<file path="src/rtl/dual_issue_dispatch.sv">
// Dual-issue dispatch: in-order queue, RST renaming, one issue per RS per cycle; `CDB_BYPASS_EN zeroes tags on the CDB.
// Latency: enqueued at edge N, issue strobes valid in the following cycle, popped at edge N+1 unless stalled.
// Backpressure: in_ready drops below two free entries; AR_Status/MR_Status stall the head strictly in order.
module dual_issue_dispatch #(
    parameter int DEPTH    = 8,
    parameter int NUM_REGS = 16
) (
    input  logic       clk,
    input  logic       rst_n,
    input  logic       in_valid,
    output logic       in_ready,
    input  logic [7:0] in_inst1_type,
    input  logic [7:0] in_inst1_dst,
    input  logic [7:0] in_inst1_src1,
    input  logic [7:0] in_inst1_src2,
    input  logic [7:0] in_inst2_type,
    input  logic [7:0] in_inst2_dst,
    input  logic [7:0] in_inst2_src1,
    input  logic [7:0] in_inst2_src2,
    input  logic       AR_Status,
    input  logic       MR_Status,
    input  logic       cdb_valid,
    input  logic [3:0] cdb_tag,
    output logic       add_issue_valid,
    output logic [7:0] add_issue_op,
    output logic [3:0] add_issue_tag,
    output logic [3:0] add_issue_q1,
    output logic [3:0] add_issue_q2,
    output logic [7:0] add_issue_r1,
    output logic [7:0] add_issue_r2,
    output logic       mul_issue_valid,
    output logic [7:0] mul_issue_op,
    output logic [3:0] mul_issue_tag,
    output logic [3:0] mul_issue_q1,
    output logic [3:0] mul_issue_q2,
    output logic [7:0] mul_issue_r1,
    output logic [7:0] mul_issue_r2
);
    localparam int PW = $clog2(DEPTH);
    localparam int CW = PW + 1;
    localparam int RW = $clog2(NUM_REGS);

    typedef struct packed {
        logic [7:0] op;
        logic [7:0] dst;
        logic [7:0] src1;
        logic [7:0] src2;
    } inst_t;

    typedef struct packed {
        logic       vld;
        logic [7:0] op;
        logic [3:0] tag;
        logic [3:0] q1;
        logic [3:0] q2;
        logic [7:0] r1;
        logic [7:0] r2;
    } issue_t;

    inst_t         queue [DEPTH];
    logic [PW-1:0] rd_ptr;
    logic [PW-1:0] wr_ptr;
    logic [CW-1:0] count;
    logic [3:0]    rst_tab [NUM_REGS];
    logic [2:0]    add_cnt;
    logic [2:0]    mul_cnt;

    function automatic logic legal_op(input logic [7:0] op);
        return (op >= 8'd1) && (op <= 8'd4);
    endfunction

    function automatic logic is_mul(input logic [7:0] op);
        return (op == 8'd3) || (op == 8'd4);
    endfunction

    function automatic logic reg_ok(input logic [7:0] r);
        return int'(r) < NUM_REGS;
    endfunction

    function automatic logic [2:0] cnt_next(input logic [2:0] c);
        return (c == 3'd7) ? 3'd1 : c + 3'd1;
    endfunction

    // RST read before this edge's update; untracked registers always read as ready.
    function automatic logic [3:0] rst_lookup(input logic [7:0] src);
        logic [3:0] q;
        q = 4'd0;
        if (reg_ok(src)) begin
            q = rst_tab[src[RW-1:0]];
`ifdef CDB_BYPASS_EN
            if (cdb_valid && (q == cdb_tag)) begin
                q = 4'd0;
            end
`endif
        end
        return q;
    endfunction

    // ---------------- enqueue ----------------
    inst_t      in1;
    inst_t      in2;
    logic       enq_go;
    logic       leg1;
    logic       leg2;
    logic [1:0] enq_n;

    assign in1      = {in_inst1_type, in_inst1_dst, in_inst1_src1, in_inst1_src2};
    assign in2      = {in_inst2_type, in_inst2_dst, in_inst2_src1, in_inst2_src2};
    assign in_ready = (DEPTH - int'(count)) >= 2;
    assign enq_go   = in_valid && in_ready;
    assign leg1     = enq_go && legal_op(in1.op);
    assign leg2     = enq_go && legal_op(in2.op);
    assign enq_n    = {1'b0, leg1} + {1'b0, leg2};

    always_ff @(posedge clk) begin
        if (leg1) begin
            queue[wr_ptr] <= in1;
        end
        if (leg2) begin
            queue[wr_ptr + PW'(leg1)] <= in2;
        end
    end

    // ---------------- issue selection ----------------
    inst_t      h0;
    inst_t      h1;
    logic       h0_vld;
    logic       h1_vld;
    logic       h0_mul;
    logic       h0_iss;
    logic       h1_iss;
    logic [3:0] h0_tag;
    logic [3:0] h1_tag;
    logic [1:0] pop_n;

    assign h0     = queue[rd_ptr];
    assign h1     = queue[rd_ptr + PW'(1)];
    assign h0_vld = count != '0;
    assign h1_vld = count >= CW'(2);
    assign h0_mul = is_mul(h0.op);
    assign h0_iss = h0_vld && !(h0_mul ? MR_Status : AR_Status);
    // The second slot can only go to the unit the head did not use.
    assign h1_iss = h0_iss && h1_vld && (is_mul(h1.op) != h0_mul)
                    && !(h0_mul ? AR_Status : MR_Status);
    assign h0_tag = {h0_mul, h0_mul ? mul_cnt : add_cnt};
    assign h1_tag = {~h0_mul, h0_mul ? add_cnt : mul_cnt};
    assign pop_n  = {1'b0, h0_iss} + {1'b0, h1_iss};

    function automatic logic [3:0] h1_lookup(input logic [7:0] src);
        if (!reg_ok(src)) begin
            return 4'd0;
        end
        if (src == h0.dst) begin
            return h0_tag;
        end
        return rst_lookup(src);
    endfunction

    issue_t slot0;
    issue_t slot1;
    issue_t add_slot;
    issue_t mul_slot;

    always_comb begin
        slot0 = '0;
        slot1 = '0;
        if (h0_iss) begin
            slot0.vld = 1'b1;
            slot0.op  = h0.op;
            slot0.tag = h0_tag;
            slot0.q1  = rst_lookup(h0.src1);
            slot0.q2  = rst_lookup(h0.src2);
            slot0.r1  = h0.src1;
            slot0.r2  = h0.src2;
        end
        if (h1_iss) begin
            slot1.vld = 1'b1;
            slot1.op  = h1.op;
            slot1.tag = h1_tag;
            slot1.q1  = h1_lookup(h1.src1);
            slot1.q2  = h1_lookup(h1.src2);
            slot1.r1  = h1.src1;
            slot1.r2  = h1.src2;
        end
    end

    always_comb begin
        add_slot = slot0;
        mul_slot = slot1;
        if (h0_mul) begin
            add_slot = slot1;
            mul_slot = slot0;
        end
    end

    assign add_issue_valid = add_slot.vld;
    assign add_issue_op    = add_slot.op;
    assign add_issue_tag   = add_slot.tag;
    assign add_issue_q1    = add_slot.q1;
    assign add_issue_q2    = add_slot.q2;
    assign add_issue_r1    = add_slot.r1;
    assign add_issue_r2    = add_slot.r2;
    assign mul_issue_valid = mul_slot.vld;
    assign mul_issue_op    = mul_slot.op;
    assign mul_issue_tag   = mul_slot.tag;
    assign mul_issue_q1    = mul_slot.q1;
    assign mul_issue_q2    = mul_slot.q2;
    assign mul_issue_r1    = mul_slot.r1;
    assign mul_issue_r2    = mul_slot.r2;

    // ---------------- state update ----------------
    logic add_inc;
    logic mul_inc;

    assign add_inc = (h0_iss && !h0_mul) || (h1_iss && h0_mul);
    assign mul_inc = (h0_iss && h0_mul) || (h1_iss && !h0_mul);

    always_ff @(posedge clk or negedge rst_n) begin
        if (!rst_n) begin
            rd_ptr  <= '0;
            wr_ptr  <= '0;
            count   <= '0;
            add_cnt <= 3'd1;
            mul_cnt <= 3'd1;
        end else begin
            rd_ptr <= rd_ptr + PW'(pop_n);
            wr_ptr <= wr_ptr + PW'(enq_n);
            count  <= count + CW'(enq_n) - CW'(pop_n);
            if (add_inc) begin
                add_cnt <= cnt_next(add_cnt);
            end
            if (mul_inc) begin
                mul_cnt <= cnt_next(mul_cnt);
            end
        end
    end

    // Later non-blocking writes override: CDB clear < h0 rename < h1 rename.
    always_ff @(posedge clk or negedge rst_n) begin
        if (!rst_n) begin
            for (int i = 0; i < NUM_REGS; i++) begin
                rst_tab[i] <= 4'd0;
            end
        end else begin
            if (cdb_valid) begin
                for (int i = 0; i < NUM_REGS; i++) begin
                    if (rst_tab[i] == cdb_tag) begin
                        rst_tab[i] <= 4'd0;
                    end
                end
            end
            if (h0_iss && reg_ok(h0.dst)) begin
                rst_tab[h0.dst[RW-1:0]] <= h0_tag;
            end
            if (h1_iss && reg_ok(h1.dst)) begin
                rst_tab[h1.dst[RW-1:0]] <= h1_tag;
            end
        end
    end

endmodule

</file>
<file path="config.mk">
export PLATFORM = sky130hd
export DESIGN_NAME = dual_issue_dispatch
export DESIGN_NICKNAME = d
export VERILOG_FILES = /design/src/rtl/dual_issue_dispatch.sv
export SDC_FILE = /design/constraint.sdc
export NUM_CORES = 1
export LEC_CHECK = 0
export ABC_CLOCK_PERIOD_IN_PS = 12650
export CORE_MARGIN = 1.5
export CORE_UTILIZATION = 45
export CTS_BUF_LIST = sky130_fd_sc_hd__clkbuf_16
export DETAILED_ROUTE_END_ITERATION = 8
export SETUP_SLACK_MARGIN = 0.05
export SLEW_MARGIN = 10
export SYNTH_ARGS = -nofsm -noshare
export SYNTH_HDL_FRONTEND = slang
export SYNTH_SLANG_ARGS = --single-unit
</file>
<file path="constraint.sdc">
create_clock -name clk -period 12.65 [get_ports clk]
set_input_delay 2.53 -clock clk [delete_from_list [all_inputs] [get_ports clk]]
set_output_delay 2.53 -clock clk [all_outputs]
set_load 0.02 [all_outputs]
</file>
==> results of run 1 <==
sequential cells by signal, indices dropped and copies added (netlist names):
| signal | count |
|---|---|
| queue | 256 |
| rst_tab | 64 |
| count | 4 |
| add_cnt | 3 |
| mul_cnt | 3 |
| rd_ptr | 3 |
| wr_ptr | 3 |
stage by stage:
stage | worst slack (ps) | area [um^2] | instances | utilization | hold WS, ps
5_1_grt | 3350 | 27300 | 2748 | 0.520 | 587
3_3_place_gp | 4410 | 26000 | 2673 | 0.495 | 542
4_1_cts | 3650 | 27300 | 2748 | 0.520 | 573
6_report | 3710 | 27400 | 2750 | 0.521 | 562
2_1_floorplan | 5800 | 23900 | 1936 | - | 503
3_5_place_dp | 4290 | 26000 | 2673 | 0.495 | 561
worst max-delay path: stages, from the launching register on:
cell and delay (ps):
dfrtp_4 850, buf_4 780, buf_4 620, mux4_2 410, mux2i_1 520, xor2_1 250, nor4_1 390, nand4_1 240
nor4_1 670, a21oi_1 140, o41ai_1 160, clkdlybuf4s50_1 730
metal layers:
layer | vias up | global-route usage
met5 | - | 0
met4 | 10 | 0.145
met3 | 233 | 0.0532
met2 | 836 | 0.482
met1 | 9195 | 0.373
li1 | 7734 | -
how the worst max path moves through the flow:
stage          startpoint  slack, ps  cells after the start         endpoint
2_1_floorplan   AR_Status       5800                      8  add_issue_q2[2]
3_3_place_gp    AR_Status       4410                      8  add_issue_q1[3]
3_5_place_dp    rd_ptr[0]       4290                     10  mul_issue_q2[1]
4_1_cts         rd_ptr[0]       3650                     10  mul_issue_q2[1]
5_1_grt         rd_ptr[0]       3350                     10  mul_issue_q2[1]
6_report        rd_ptr[0]       3710                     11  add_issue_q1[3]
area by class of cell:
class	instances	area, um^2	area share
multi-input combinational	1425	13500	0.495
timing repair buffer	198	1840	0.0672
clock buffer	42	1050	0.0384
sequential	336	9700	0.355
antenna	2	5.00	0.000183
clock inverter	33	267	0.00974
inverter	26	97.6	0.00357
tap	688	861	0.0315
report_power, final:
part           switching, W  internal [W]  leakage [nW]  total [W]
Clock              0.000491      0.000683         0.690    0.00117
Sequential         0.000230       0.00127          3.37    0.00150
Combinational       0.00209       0.00145          6.04    0.00354
Total               0.00281       0.00340          10.1    0.00621
cell usage in the layout (no fill, tap or decap), types with 42 or more instances in the layout:
cell / count
nor2_1: 49
a21oi_1: 73
mux2_2: 248
nand2_1: 130
edfxtp_1: 256
mux4_2: 132
clkbuf_16: 42
nand3_1: 43
nor2b_1: 44
clkdlybuf4s50_1: 141
dfrtp_1: 75
xor2_1: 62
buf_4: 57
mux2i_1: 223
logic make-up after synthesis:
kind of cell / after synthesis / synth area share
xor+xnor: 93 / 0.0347
compound gates: 251 / 0.0749
fa+ha+maj: 23 / 0.0133
simple gates: 439 / 0.0953
other cells: 1 / 0.000157
flops: 336 / 0.406
buf+inv: 175 / 0.0365
mux: 613 / 0.339
==> flow_metrics.py, run 1 <==
metrics = {
    "drt": {
        "drc": 0,
        "vias_per_cell": 6.55,
        "postRouteAntennaNets": 0,
        "drt-met1-wl_um": 32000,
        "wl_um": 80300,
        "drt_pass1_iterations": 8,
        "post_drt_wl_per_cell_um": 29.2,
        "routed-via-count": 18000,
        "dr.max_layer_used": "met5",
        "drtIter0Drc": 1719,
        "met2_length_um": 38200,
        "wl_met3_um": 5910,
    },
    "cts": {
        "post_cts_buffers": 0,
        "clkTransAtPathRegs_ps": 60,
        "cts_htree_levels": 2,
        "ctsHoldBuffers": 0,
        "cts_buffers": 41,
        "postCtsResizedCells": 0,
        "cts_tree": "built",
        "cts_root_buffer": "clkbuf_16",
        "clk_latency_ps": 580,
        "cts.sinks": 336,
        "clk_path_buf_depth": 3,
    },
    "timing": {
        "fmax_mhz": 112,
        "hold_viol_final": 0,
        "setup_viol": 0,
        "fin_skew_ps": 23.4,
        "worst_slew_pin_slew_ps": 1230,
        "grt_setup_unrepaired": "no",
        "fin_tns_setup_ps": 0,
        "drv_slew": 0,
        "slew_headroom": 0.180,
        "fin_crit_sh": 0.706,
        "min_period_ps": 8940,
    },
    "synth": {
        "yosysTopAreaCell": "edfxtp_1",
        "synth_top_area_frac": 0.322,
        "netlist_instances": 1931,
        "synthTopCellsByArea": "edfxtp_1 32%, mux4_2 12%, mux2_2 12%",
        "ys_ff_latch": 336,
        "synthMostInstantiatedCell": "edfxtp_1",
        "yosysSeqAreaShare": 0.406,
        "synthTopCellsByCount": "256 x edfxtp_1, 248 x mux2_2, 231 x mux2i_1",
        "avgSynthCellArea_um2": 12.4,
        "ys_types": 78,
        "synth_flop_cell": "edfxtp_1",
        "syn-cell-area_um2": 23900,
        "synthArstFlopShare": 0.238,
        "yosysWarningCount": 0,
        "synth-edff-count": 256,
    },
    "worst_hold_path": {
        "hp-start": "count[0]",
        "min_to": "count[0]",
        "min_path_type": "flip-flop to flip-flop",
        "hold-path-cell-count": 1,
    },
    "critical_path": {
        "rrSetupSlack_ps": 6340,
        "worstPathArrival_ps": 6410,
        "startpoint_type": "flip-flop",
        "worstPathRequired_ps": 10120,
        "ff2ff_path_depth": 17,
        "critPathKind": "flip-flop to output port",
        "worstReg2RegStart": "rd_ptr[0]",
        "worstSetupEndpointType": "output port",
        "crit_path_max_fanout": 48,
        "reg2reg_to": "count[3]",
    },
    "power_and_ir_drop": {
        "irDropWorstVdd_uv": 142,
        "p_per_area_nw_per_um2": 227,
        "p_leak_nw": 10.1,
        "power_w": 0.00621,
    },
    "floorplan": {
        "num_rows": 84,
        "die-area_um2": 54500,
        "core_um2": 52600,
        "start_util": 0.455,
        "die_w_um": 233,
        "io_pins": 149,
        "die_y_um": 233,
    },
    "global_routing": {
        "grt_pass1_wl_um": 118000,
        "track_usage": 0.294,
        "grt_pass1_vias": 17900,
        "grt_max_degree": 57,
        "antenna_found_initial": 7,
        "grt_overflow_total": 0,
    },
    "cells_and_area": {
        "areaGrowthSynthToFinish_pct": 14.5,
        "fillCellCount": 4557,
        "layout-drive-gt1-share": 0.269,
        "finalNetCount": 2125,
    },
    "job": {
        "drv_cap": 0,
    },
    "placed_design": {
        "finalWeightedCongestion": 0.934,
        "port-buffer-count": 142,
        "hpwl_um": 51800,
    },
    "run_status": {
        "status": "finished clean",
    },
}
(Power assumes the default switching activity.)
==> run 2, diff against run 1 <==
Settings changed: ABC_CLOCK_PERIOD_IN_PS 12650 to 8200, PLACE_DENSITY from default to 0.66.
Clock period 12.65 ns to 8.2 ns, I/O delays scaled along.
==> run 2 against run 1 <==
Via count decreased by 0.38%. Power increased by 53%. Hold slack improved by 10 ps. Critical endpoint is now mul_issue_op[0].
==> flow_metrics.py, run 2 (same netlist as run 1, synthesis figures left out) <==
metrics = {
    "floorplan": {
        "io_pins": 149,
        "core_um2": 52600,
        "die-area_um2": 54500,
        "die_w_um": 233,
        "start_util": 0.455,
        "die_y_um": 233,
        "num_rows": 84,
    },
    "cells_and_area": {
        "largest_register": "queue",
        "layout-drive-gt1-share": 0.271,
        "num_antenna_cells": 0,
        "final_cell_mix": "256 x edfxtp_1, 248 x mux2_2, 224 x mux2i_1, 141 x clkdlybuf4s50_1, 132 x mux4_2",
        "areaGrowthSynthToFinish_pct": 14.3,
        "largest_register_ffs": 256,
        "mostFrequentLayoutCell": "edfxtp_1",
        "largestRegisters": "queue x256, rst_tab x64, count x4",
        "finalNetCount": 2127,
        "stdcell_area_um2": 27300,
    },
    "global_routing": {
        "grt_max_degree": 129,
        "antenna_found_initial": 5,
        "grt_overflow_total": 0,
        "grt_pass1_wl_um": 115000,
        "track_usage": 0.287,
        "grt_pass1_vias": 17900,
    },
    "power_and_ir_drop": {
        "p_clk_frac": 0.184,
        "power_w": 0.00949,
        "p_int_w": 0.00522,
        "p_per_area_nw_per_um2": 347,
        "p_seq_frac": 0.237,
        "p_leak_nw": 10.1,
        "p_switching_w": 0.00427,
        "power_switching_share": 0.450,
        "power.share.combinational": 0.579,
        "irDropWorstVdd_uv": 287,
    },
    "drt": {
        "post_drt_wl_per_cell_um": 28.5,
        "vias_per_cell": 6.53,
        "drt_pass1_iterations": 6,
        "drc": 0,
        "routed-via-count": 17900,
        "drtIter0Drc": 1892,
        "postRouteAntennaNets": 0,
        "wl_um": 78400,
    },
    "timing": {
        "grt_setup_unrepaired": "no",
        "setup_viol": 0,
        "fin_crit_sh": 0.907,
        "min_period_ps": 7440,
        "fmax_mhz": 134,
        "drv_slew": 0,
        "hold_viol_final": 0,
        "worst_slew_pin_slew_ps": 1310,
        "slew_headroom": 0.118,
        "fin_skew_ps": 15.9,
        "fin_tns_setup_ps": 0,
    },
    "placed_design": {
        "port-buffer-count": 142,
        "hpwl_um": 52400,
        "placed_area_um2": 26000,
        "finalWeightedCongestion": 0.919,
    },
    "run_status": {
        "status": "finished clean",
    },
    "critical_path": {
        "worstPathRequired_ps": 6560,
        "critPathKind": "flip-flop to output port",
        "crit_top_cell": "buf_4",
        "startpoint_type": "flip-flop",
        "worstPathCellList": "ha_4, buf_4, nand3b_1, mux2_2, and4_1, or4_4, a221o_1, nor2_1, nand2_1, buf_4, o22ai_1, clkdlybuf4s50_1",
        "worstPathArrival_ps": 5800,
        "path_buf_inv": 3,
        "cp_slowest_cell": "ha_4",
        "max_stage_delay_ps": 790,
        "cp_top_family": "buffers and inverters",
        "crit_path_max_fanout": 38,
        "worstSetupEndpointType": "output port",
    },
    "cts": {
        "clkTransAtPathRegs_ps": 60,
        "cts_tree": "built",
        "clk_path_buf_depth": 3,
        "cts_htree_levels": 2,
        "postCtsResizedCells": 0,
        "post_cts_buffers": 0,
        "cts_buffers": 41,
        "ctsHoldBuffers": 0,
        "clk_latency_ps": 580,
        "cts_root_buffer": "clkbuf_16",
        "cts.sinks": 336,
    },
    "worst_hold_path": {
        "min_path_type": "flip-flop to flip-flop",
    },
    "job": {
        "drv_cap": 0,
    },
}
## run 2: cell count changes in the layout (fill, tap and decap cells not counted), sizes merged
cell	delta
buf	+2
diode	-2
bufinv	-2
clkinv	+2
clkinvlp	+1
inv	-5
## run 2: final cells by class
type	count	area, um^2
fill	4570	25200
tap	688	861
inverter	26	97.6
clock buffer	42	1050
timing repair buffer	200	1870
sequential	336	9700
clock inverter	29	214
multi-input combinational	1425	13500
## run 2: layer usage
layer / part of all wire / global-route usage
met4: 0.054 / 0.146
met1: 0.39 / 0.361
met5: 0.00079 / 0
met3: 0.068 / 0.0448
met2: 0.48 / 0.480
## run 2: power by group through the flow
stage	clock network (W)	logic [W]	registers, W
6_report	0.00175	0.00549	0.00225
4_1_cts	0.00177	0.00544	0.00224
3_3_place_gp	0	0.00533	0.00226
2_1_floorplan	0	0.00394	0.00212
3_5_place_dp	0	0.00542	0.00227
5_1_grt	0.00183	0.00579	0.00225
## run 2: path summary, 6_finish.rpt
check / startpoint / end / slack (ps) / depth (start not counted)
setup / recovery: rd_ptr[0] / mul_issue_op[0] / 760 / 12
hold reg to reg: count[0] / count[0] / 570 / 1
min in group asynchronous: rst_n / rst_tab[58] / 1010 / 1
max in group asynchronous: rst_n / rst_tab[37] / 6120 / 2
hold / removal: count[0] / count[0] / 570 / 1
setup reg to reg: rd_ptr[0] / count[3] / 2020 / 17
## run 2: metrics by stage
stage          std cells  utilization  hold WS, ps  setup slack, ps
6_report            2746        0.520          572              765
5_1_grt             2746        0.520          598              545
4_1_cts             2746        0.520          576              694
3_5_place_dp        2675        0.496          562             1320
3_3_place_gp        2675        0.496          538             1360
2_1_floorplan       1936            -          503             2580
